**src/rtl/ste_lmc1992.sv**
```systemverilog
// ste_lmc1992: LMC1992 microwire command decoder, DMA/YM mixer and stereo attenuator.
// Build option LMC_RAMP_EN: attenuation index walks one step per sample toward its target.
`timescale 1ns/1ps
module ste_lmc1992 #(
    parameter int unsigned OUT_W   = 16,
    parameter int unsigned MW_BITS = 11
) (
    input  logic             clk32,
    input  logic             reset_n,
    input  logic             mw_strobe,
    input  logic             mw_clk,
    input  logic             mw_data,
    input  logic             mw_done,
    input  logic             sample_en,
    input  logic [7:0]       dma_l,
    input  logic [7:0]       dma_r,
    input  logic [7:0]       ym_audio,
    output logic [OUT_W-1:0] audio_out_l,
    output logic [OUT_W-1:0] audio_out_r,
    output logic             out_valid
);

    localparam logic [3:0] CntMax = 4'd15;

    logic [MW_BITS-1:0] sr_q, sr_d;
    logic [3:0]         cnt_q, cnt_d;
    logic [5:0]         master_q, master_d;
    logic [4:0]         left_q, left_d, right_q, right_d;
    logic [1:0]         mixer_q, mixer_d;
    logic [3:0]         bass_q, bass_d, treble_q, treble_d;
    logic [5:0]         value;
    logic               cmd_ok;

    // A strobe coinciding with mw_done is shifted first, then the transfer is judged.
    always_comb begin
        sr_d     = sr_q;
        cnt_d    = cnt_q;
        master_d = master_q;
        left_d   = left_q;
        right_d  = right_q;
        mixer_d  = mixer_q;
        bass_d   = bass_q;
        treble_d = treble_q;
        if (mw_strobe && mw_clk) begin
            sr_d = {sr_q[MW_BITS-2:0], mw_data};
            if (cnt_q != CntMax) begin
                cnt_d = cnt_q + 4'd1;
            end
        end
        value  = sr_d[5:0];
        cmd_ok = mw_done && (cnt_d == 4'(MW_BITS)) && (sr_d[10:9] == 2'b10);
        if (mw_done) begin
            cnt_d = '0;
        end
        if (cmd_ok) begin
            case (sr_d[8:6])
                3'd0: if (value < 6'd3) mixer_d = value[1:0];
                3'd1: bass_d   = value[3:0];
                3'd2: treble_d = value[3:0];
                3'd3: master_d = (value > 6'd40) ? 6'd40 : value;
                3'd4: right_d  = (value > 6'd20) ? 5'd20 : value[4:0];
                3'd5: left_d   = (value > 6'd20) ? 5'd20 : value[4:0];
                default: ;
            endcase
        end
    end

    always_ff @(posedge clk32 or negedge reset_n) begin
        if (!reset_n) begin
            sr_q     <= '0;
            cnt_q    <= '0;
            master_q <= 6'd40;
            left_q   <= 5'd20;
            right_q  <= 5'd20;
            mixer_q  <= 2'd1;
            bass_q   <= 4'd6;
            treble_q <= 4'd6;
        end else begin
            sr_q     <= sr_d;
            cnt_q    <= cnt_d;
            master_q <= master_d;
            left_q   <= left_d;
            right_q  <= right_d;
            mixer_q  <= mixer_d;
            bass_q   <= bass_d;
            treble_q <= treble_d;
        end
    end

    logic [5:0] tgt_l, tgt_r, cur_l, cur_r;

    assign tgt_l = (6'd40 - master_q) + (6'd20 - {1'b0, left_q});
    assign tgt_r = (6'd40 - master_q) + (6'd20 - {1'b0, right_q});

`ifdef LMC_RAMP_EN
    logic [5:0] cur_l_q, cur_r_q;

    function automatic logic [5:0] step_toward(input logic [5:0] cur, input logic [5:0] tgt);
        if (cur < tgt) begin
            return cur + 6'd1;
        end else if (cur > tgt) begin
            return cur - 6'd1;
        end
        return cur;
    endfunction

    always_ff @(posedge clk32 or negedge reset_n) begin
        if (!reset_n) begin
            cur_l_q <= '0;
            cur_r_q <= '0;
        end else if (sample_en) begin
            cur_l_q <= step_toward(cur_l_q, tgt_l);
            cur_r_q <= step_toward(cur_r_q, tgt_r);
        end
    end

    assign cur_l = cur_l_q;
    assign cur_r = cur_r_q;
`else
    assign cur_l = tgt_l;
    assign cur_r = tgt_r;
`endif

    // 2 dB per index: three indices per 6 dB octave, so a table of three plus a shift.
    function automatic logic [15:0] att_gain(input logic [5:0] att);
        logic [5:0]  q;
        logic [5:0]  r;
        logic [15:0] t;
        q = att / 6'd3;
        r = att - q * 6'd3;
        case (r)
            6'd0:    t = 16'd32767;
            6'd1:    t = 16'd26028;
            default: t = 16'd20675;
        endcase
        if (q >= 6'd16) begin
            return '0;
        end
        return t >> q[3:0];
    endfunction

    function automatic logic [15:0] sat17(input logic [16:0] s);
        if (s[16] != s[15]) begin
            return s[16] ? 16'h8000 : 16'h7FFF;
        end
        return s[15:0];
    endfunction

    logic [15:0] y_raw, y_mix;

    assign y_raw = {ym_audio ^ 8'h80, 8'h00};

    always_comb begin
        y_mix = '0;
        case (mixer_q)
            2'd0:    y_mix = {{2{y_raw[15]}}, y_raw[15:2]};
            2'd1:    y_mix = y_raw;
            default: y_mix = '0;
        endcase
    end

    logic [15:0] s1_dl_q, s1_dr_q, s1_y_q, s1_gl_q, s1_gr_q;
    logic [15:0] s2_l_q, s2_r_q, s2_gl_q, s2_gr_q;
    logic        s1_v_q, s2_v_q;
    logic signed [32:0] prod_l, prod_r;

    assign prod_l = $signed({{17{s2_l_q[15]}}, s2_l_q}) * $signed({17'd0, s2_gl_q});
    assign prod_r = $signed({{17{s2_r_q[15]}}, s2_r_q}) * $signed({17'd0, s2_gr_q});

    always_ff @(posedge clk32 or negedge reset_n) begin
        if (!reset_n) begin
            s1_dl_q     <= '0;
            s1_dr_q     <= '0;
            s1_y_q      <= '0;
            s1_gl_q     <= '0;
            s1_gr_q     <= '0;
            s1_v_q      <= 1'b0;
            s2_l_q      <= '0;
            s2_r_q      <= '0;
            s2_gl_q     <= '0;
            s2_gr_q     <= '0;
            s2_v_q      <= 1'b0;
            audio_out_l <= '0;
            audio_out_r <= '0;
            out_valid   <= 1'b0;
        end else begin
            s1_v_q    <= sample_en;
            s2_v_q    <= s1_v_q;
            out_valid <= s2_v_q;
            if (sample_en) begin
                s1_dl_q <= {dma_l ^ 8'h80, 8'h00};
                s1_dr_q <= {dma_r ^ 8'h80, 8'h00};
                s1_y_q  <= y_mix;
                s1_gl_q <= att_gain(cur_l);
                s1_gr_q <= att_gain(cur_r);
            end
            if (s1_v_q) begin
                s2_l_q  <= sat17({s1_dl_q[15], s1_dl_q} + {s1_y_q[15], s1_y_q});
                s2_r_q  <= sat17({s1_dr_q[15], s1_dr_q} + {s1_y_q[15], s1_y_q});
                s2_gl_q <= s1_gl_q;
                s2_gr_q <= s1_gr_q;
            end
            if (s2_v_q) begin
                audio_out_l <= prod_l[30:15];
                audio_out_r <= prod_r[30:15];
            end
        end
    end

endmodule

```
**config.mk**
```make
export PLATFORM = sky130hd
export DESIGN_NAME = ste_lmc1992
export DESIGN_NICKNAME = d
export VERILOG_FILES = /design/src/rtl/ste_lmc1992.sv
export SDC_FILE = /design/constraint.sdc
export NUM_CORES = 1
export LEC_CHECK = 0
export BUFFER_PORTS_ARGS = -buffer_cell sky130_fd_sc_hd__buf_2
export CAP_MARGIN = 30
export CORE_MARGIN = 2
export CORE_UTILIZATION = 50
export CTS_CLUSTER_SIZE = 10
export DETAILED_ROUTE_END_ITERATION = 12
export PLACE_DENSITY = 0.64
export REMOVE_ABC_BUFFERS = 1
export SETUP_SLACK_MARGIN = 0.2
export SLEW_MARGIN = 20
export SYNTH_ARGS = -nofsm -noshare
export SYNTH_HDL_FRONTEND = slang
export SYNTH_SLANG_ARGS = --single-unit
```
**constraint.sdc**
```tcl
create_clock -name clk32 -period 11.3 [get_ports clk32]
set_clock_uncertainty 0.1 [all_clocks]
set_input_delay 2.26 -clock clk32 [delete_from_list [all_inputs] [get_ports clk32]]
set_output_delay 2.26 -clock clk32 [all_outputs]
set_load 0.03 [all_outputs]
```
==> results of run 1 <==
[power by group]
| group | total [mW] | switching [mW] | internal [mW] |
|---|---|---|---|
| Clock | 0.618 | 0.301 | 0.318 |
| Combinational | 0.687 | 0.409 | 0.278 |
| Sequential | 0.956 | 0.234 | 0.722 |
[logic make-up (layout without fill, tap and decap cells)]
group	after synthesis	in the layout
simple gates	601	601
flops	176	176
mux	107	107
fa+ha+maj	649	649
compound gates	343	343
buf+inv	645	645
xor+xnor	79	79
[worst max-delay path: cells and delay by family, from the launching register on]
kind | cells | cell delay, ps
multiplexers | 2 | 380
XOR/XNOR | 2 | 830
AND/OR/NAND/NOR | 9 | 2200
AO/OA/AOI/OAI | 11 | 2520
buffers and inverters | 2 | 520
flip-flops | 1 | 390
adder cells (fa/ha/maj) | 5 | 1560
[final cells by class]
cell class / instances / area share (%)
tap: 664 / 3.17
clock inverter: 13 / 0.549
inverter: 541 / 7.75
multi-input combinational: 1779 / 68.5
clock buffer: 19 / 1.69
sequential: 176 / 16.8
timing repair buffer: 72 / 1.49
[stage by stage]
step | cell area [um^2] | utilization, %
after floorplan | 24400 | -
after global placement | 25600 | 52.3
after detailed placement | 25600 | 52.3
after CTS | 26200 | 53.5
after global routing | 26200 | 53.5
final | 26200 | 53.5
[sequential cells by signal, indices dropped and copies added (netlist names), 11 cells and up]
| name | count |
|---|---|
| audio_out_r | 16 |
| s1_gl_q | 15 |
| audio_out_l | 16 |
| s2_r_q | 11 |
| s1_gr_q | 15 |
| s2_l_q | 11 |
| s2_gl_q | 15 |
| sr_q | 11 |
| s2_gr_q | 15 |
[path summary, 6_finish.rpt]
path,startpoint,to,cells after the start
max,master_q[0],s1_gr_q[0],31
min,audio_out_l[9],audio_out_l[9],2
max reg2reg,master_q[0],s1_gr_q[0],31
min reg2reg,audio_out_l[9],audio_out_l[9],2
max in group asynchronous,reset_n,s1_v_q,2
min in group asynchronous,reset_n,s1_gr_q[2],1
[layout by cell type (no fill, tap or decap), types with 6 or more instances in the layout]
cell	n
a31oi_1	7
dfstp_2	7
o221ai_1	12
o21bai_1	9
and2_1	107
and3_1	10
nand3_1	24
o211ai_1	14
dfrtp_1	168
mux2_2	88
ha_1	282
o2bb2ai_1	13
nor3_1	20
nor2b_1	20
a21oi_1	111
a21o_1	30
clkbuf_16	17
fa_1	366
a2111oi_0	6
nand4_1	14
buf_4	7
nor2_1	77
mux2i_1	18
o21ai_0	51
buf_2	63
a22oi_1	8
a211oi_1	13
nor4_1	9
nand2b_1	31
inv_1	535
xnor2_1	52
o31ai_1	8
xor2_1	25
nand2_1	265
[metal layers]
metal / up-vias / wire [um]
li1: 8253 / -
met1: 8875 / 26400
met2: 367 / 25300
met3: 79 / 2120
met4: 0 / 915
met5: - / 0
==> flow_summary.json, run 1 <==
{
  "status": "complete, no violations",
  "synthDistinctLibCells": 78,
  "die_area_um2": 51400,
  "dpl.hpwl_um": 44300,
  "viasPerCell": 5.38,
  "io_pins": 64,
  "hold_viol": 0,
  "synth_top_family_by_area": "adder cells",
  "hold_path_class": "register to register",
  "slew_violations": 0,
  "worst_slack_ps": 2610,
  "layoutNonFillerInstCount": 3264,
  "ir_drop_mv": 0.171,
  "drive_above_1_share_pct": 8.23,
  "multi_input_area_um2": 17900,
  "path_clk_slew_ps": 70,
  "pre_cts_ws_ps": 2780,
  "drtIter0Drc": 1199,
  "yosys_register_bits": 176,
  "clk_latency_ps": 490,
  "rows": 81,
  "worst-path-max-fanout": 13,
  "arrival_ps": 8930,
  "die_y_um": 227,
  "ctsResizeCount": 0,
  "crit_slowest_cell": "xor2_1",
  "finalCritPeriodShare_pct": 76.9,
  "synth.area.mux_share_pct": 4.77,
  "ys_seq_area_share_pct": 17.8,
  "cts_setup_buffers": 0,
  "cts_buffer_depth": 2,
  "cts_buffers": 17,
  "synth_edf_count": 0,
  "die_w_um": 227,
  "relSlewSlack_pct": 36.3,
  "reg2reg_slack_ps": 2610,
  "num_vias": 17600,
  "worstPathRequired_ps": 11540,
  "ctsHoldBuffers": 0,
  "synthTopCellsByCount": "inv_1 (535), fa_1 (366), ha_1 (282)",
  "grt_usage_pct": 22.9,
  "antenna_found_initial": 0,
  "drc_errors": 0,
  "max_cap_viol_count": 0,
  "synth_area_per_cell_um2": 9.53,
  "met2_usage_pct": 36.7,
  "synth_compound_area_share_pct": 9.28,
  "place_inst": 3231,
  "synth_area_leaders": "fa_1 (30%), dfrtp_1 (17%), ha_1 (14%)",
  "crit_path_max_incr_delay_ps": 650,
  "cts.htree.levels": 4,
  "tightest_slew_ps": 949,
  "portBuffers": 63,
  "synth-xor-area-share_pct": 2.90,
  "grt_max_degree": 77,
  "synthFlopType": "dfrtp_1",
  "setup_viol": 0,
  "cp-start-kind": "register",
  "synth_top_area_share_pct": 29.6,
  "hold_ws_ps": 379,
  "regArea_um2": 4410,
  "fill_cells": 4430,
  "grt_pass1_wl_um": 93400,
  "nNetsFinal": 3266,
  "total_power_mw": 2.26,
  "post-route-min-period_ps": 8690,
  "yosysMostFrequentCell": "inv_1",
  "async_flop_share_pct": 100,
  "synth_top_cell_by_area": "fa_1",
  "cts_sinks": 176,
  "yosys_warnings": 0,
  "rsz0062_at_grt": "no",
  "dr.pass1.iters": 6,
  "met3_usage_pct": 3.01,
  "critPathKind": "register to register",
  "p_per_area_nw_per_um2": 86.3,
  "synthAdderAreaFrac_pct": 43.8,
  "ant_nets": 0,
  "syn_inst": 2600,
  "synth-simple-area-share_pct": 11.6,
  "wl_per_cell_um": 16.8,
  "grt-ovfl-total": 0,
  "cp-end-kind": "register",
  "finalSetupTns_ps": 0,
  "antenna_cells": 0,
  "cellLeakagePower_nw": 13.9,
  "clockRootBuffer": "clkbuf_16",
  "grt_use_met1_pct": 32.9,
  "cts_tree": "built",
  "area_growth_pct": 5.70,
  "syn_area_um2": 24800,
  "core_region_area_um2": 49000,
  "place_congestion": 0.864,
  "clock.fmax_mhz": 115,
  "top_usage_layer": "met2",
  "wl_um": 54700,
  "grt_pass1_vias": 18400,
  "start_util_pct": 50.6
}
No activity file was read; power rests on OpenSTA's default activity.
==> run 2: changes to the inputs <==
PLACE_DENSITY = 0.67   (was 0.64)
clock period = 7.6 ns   (was 11.3 ns; I/O delays follow)
==> run 2 against run 1 <==
  * Die area unchanged
  * Total power grew 51%
  * Register-to-register slack got worse by 2200 ps
  * Critical path type unchanged
==> flow_summary.json, run 2 (synthesized netlist as in run 1, its figures left out) <==
{
  "status": "complete, no violations",
  "clock.fmax_mhz": 139,
  "path_clk_slew_ps": 70,
  "io_pins": 64,
  "grt_pass1_wl_um": 95100,
  "hold_path_class": "register to register",
  "grt_max_degree": 75,
  "antenna_found_initial": 0,
  "finalCritPeriodShare_pct": 94.4,
  "antenna_cells": 0,
  "dpl.hpwl_um": 45600,
  "ant_nets": 0,
  "wl_per_cell_um": 17.0,
  "cts_buffer_depth": 2,
  "hold_viol": 0,
  "rsz0062_at_grt": "yes",
  "grt_usage_pct": 23.3,
  "crit_path_end": "s1_gr_q[4]",
  "portBuffers": 63,
  "clockRootBuffer": "clkbuf_16",
  "multi_input_area_um2": 18100,
  "rows": 81,
  "regArea_um2": 4420,
  "grt-ovfl-total": 0,
  "worstSetupStartpoint": "master_q[0]",
  "cts.htree.levels": 4,
  "ctsHoldBuffers": 0,
  "r2r-end": "s1_gr_q[4]",
  "area_growth_pct": 8.20,
  "crit_slowest_cell": "or3_4",
  "rr_worst_depth": 31,
  "cts_sinks": 176,
  "max_cap_viol_count": 0,
  "num_vias": 18000,
  "top_usage_layer": "met2",
  "die_y_um": 227,
  "relSlewSlack_pct": 35.9,
  "clk_latency_ps": 480,
  "die_w_um": 227,
  "ir_drop_mv": 0.202,
  "wl_um": 56400,
  "fill_cells": 4302,
  "cp-start-kind": "register",
  "tightest_slew_ps": 960,
  "worst-path-max-fanout": 8,
  "core_region_area_um2": 49000,
  "drc_errors": 0,
  "critPathKind": "register to register",
  "reg2reg_slack_ps": 430,
  "slew_violations": 0,
  "dr.pass1.iters": 5,
  "hold_ws_ps": 396,
  "viasPerCell": 5.43,
  "cellLeakagePower_nw": 14.3,
  "grt_pass1_vias": 18700,
  "cts_buffers": 17,
  "reg.largest.list": "audio_out_l (16), audio_out_r (16)",
  "worstPathRequired_ps": 7840,
  "drive_above_1_share_pct": 11.6,
  "crit-reg2reg-launch": "master_q[0]",
  "start_util_pct": 50.6,
  "post-route-min-period_ps": 7170,
  "finalSetupTns_ps": 0,
  "place_congestion": 0.924,
  "p_per_area_nw_per_um2": 127,
  "met2_usage_pct": 36.8,
  "drtIter0Drc": 1077,
  "arrival_ps": 7410,
  "met3_usage_pct": 4.16,
  "cts_tree": "built",
  "crit_path_max_incr_delay_ps": 460,
  "grt_use_met1_pct": 33.6,
  "cp-end-kind": "register",
  "die_area_um2": 51400,
  "layout_common_cells": "inv_1 (535), fa_1 (366), ha_1 (279)",
  "nNetsFinal": 3321,
  "setup_viol": 0,
  "cpMostUsedCell": "ha_1",
  "final_common_cell": "inv_1"
}
-- run 2: final cells by class --
| type | count | share of cell area, % |
|---|---|---|
| clock buffers | 18 | 1.64 |
| clock inverters | 14 | 0.625 |
| inverters | 541 | 7.57 |
| multi-input cells | 1779 | 67.5 |
| flip-flops and latches | 176 | 16.5 |
| well taps | 664 | 3.10 |
| repair buffers | 127 | 3.07 |
-- run 2: what timing repair did --
item                                    4_1_cts  5_1_grt
pin swaps                                     0       14
resized for setup                             2       45
endpoints found under the setup margin        4       35
buffers inserted                              0        9
-- run 2: layer usage --
layer	vias to the layer above	share of wire, %
met5	-	0
met4	0	1.2
met3	49	6.3
met2	518	46
met1	9084	46
li1	8371	-
-- run 2: how the worst min path moves through the flow --
stage / slack (ps) / depth (start not counted) / endpoint / start
floorplan: 350 / 2 / s1_gl_q[6] / s1_gl_q[6]
global placement: 370 / 1 / sr_q[10] / sr_q[10]
detailed placement: 380 / 1 / s1_gr_q[11] / s1_gr_q[11]
CTS: 400 / 1 / s1_gr_q[11] / s1_gr_q[11]
global route: 410 / 1 / s1_gr_q[11] / s1_gr_q[11]
finish: 400 / 2 / s1_dl_q[15] / s1_dl_q[15]
-- run 2: power by group --
part / switching [mW] / internal [mW]
Clock: 0.446 / 0.475
Sequential: 0.332 / 1.08
Combinational: 0.649 / 0.427
-- run 2: worst max-delay path, delay by kind of cell, from the launching register on --
kind	cells	cell delay, ps
compound gates	10	2100
flops	1	370
simple gates	7	1180
xor+xnor	3	610
buf+inv	3	340
mux	1	270
fa+ha+maj	7	2050
-- run 2: per-stage QoR --
step | worst slack, ps | instance area (um^2) | util, % | total power [mW] | cells
4_1_cts | 208 | 26600 | 54.2 | 3.43 | 3308
6_report | 427 | 26800 | 54.8 | 3.41 | 3319
5_1_grt | 43.1 | 26800 | 54.8 | 3.64 | 3319
3_3_place_gp | 163 | 25900 | 53.0 | 2.46 | 3276
3_5_place_dp | 8.15 | 25900 | 53.0 | 2.49 | 3276
2_1_floorplan | -260 | 24400 | - | 2.04 | 2496
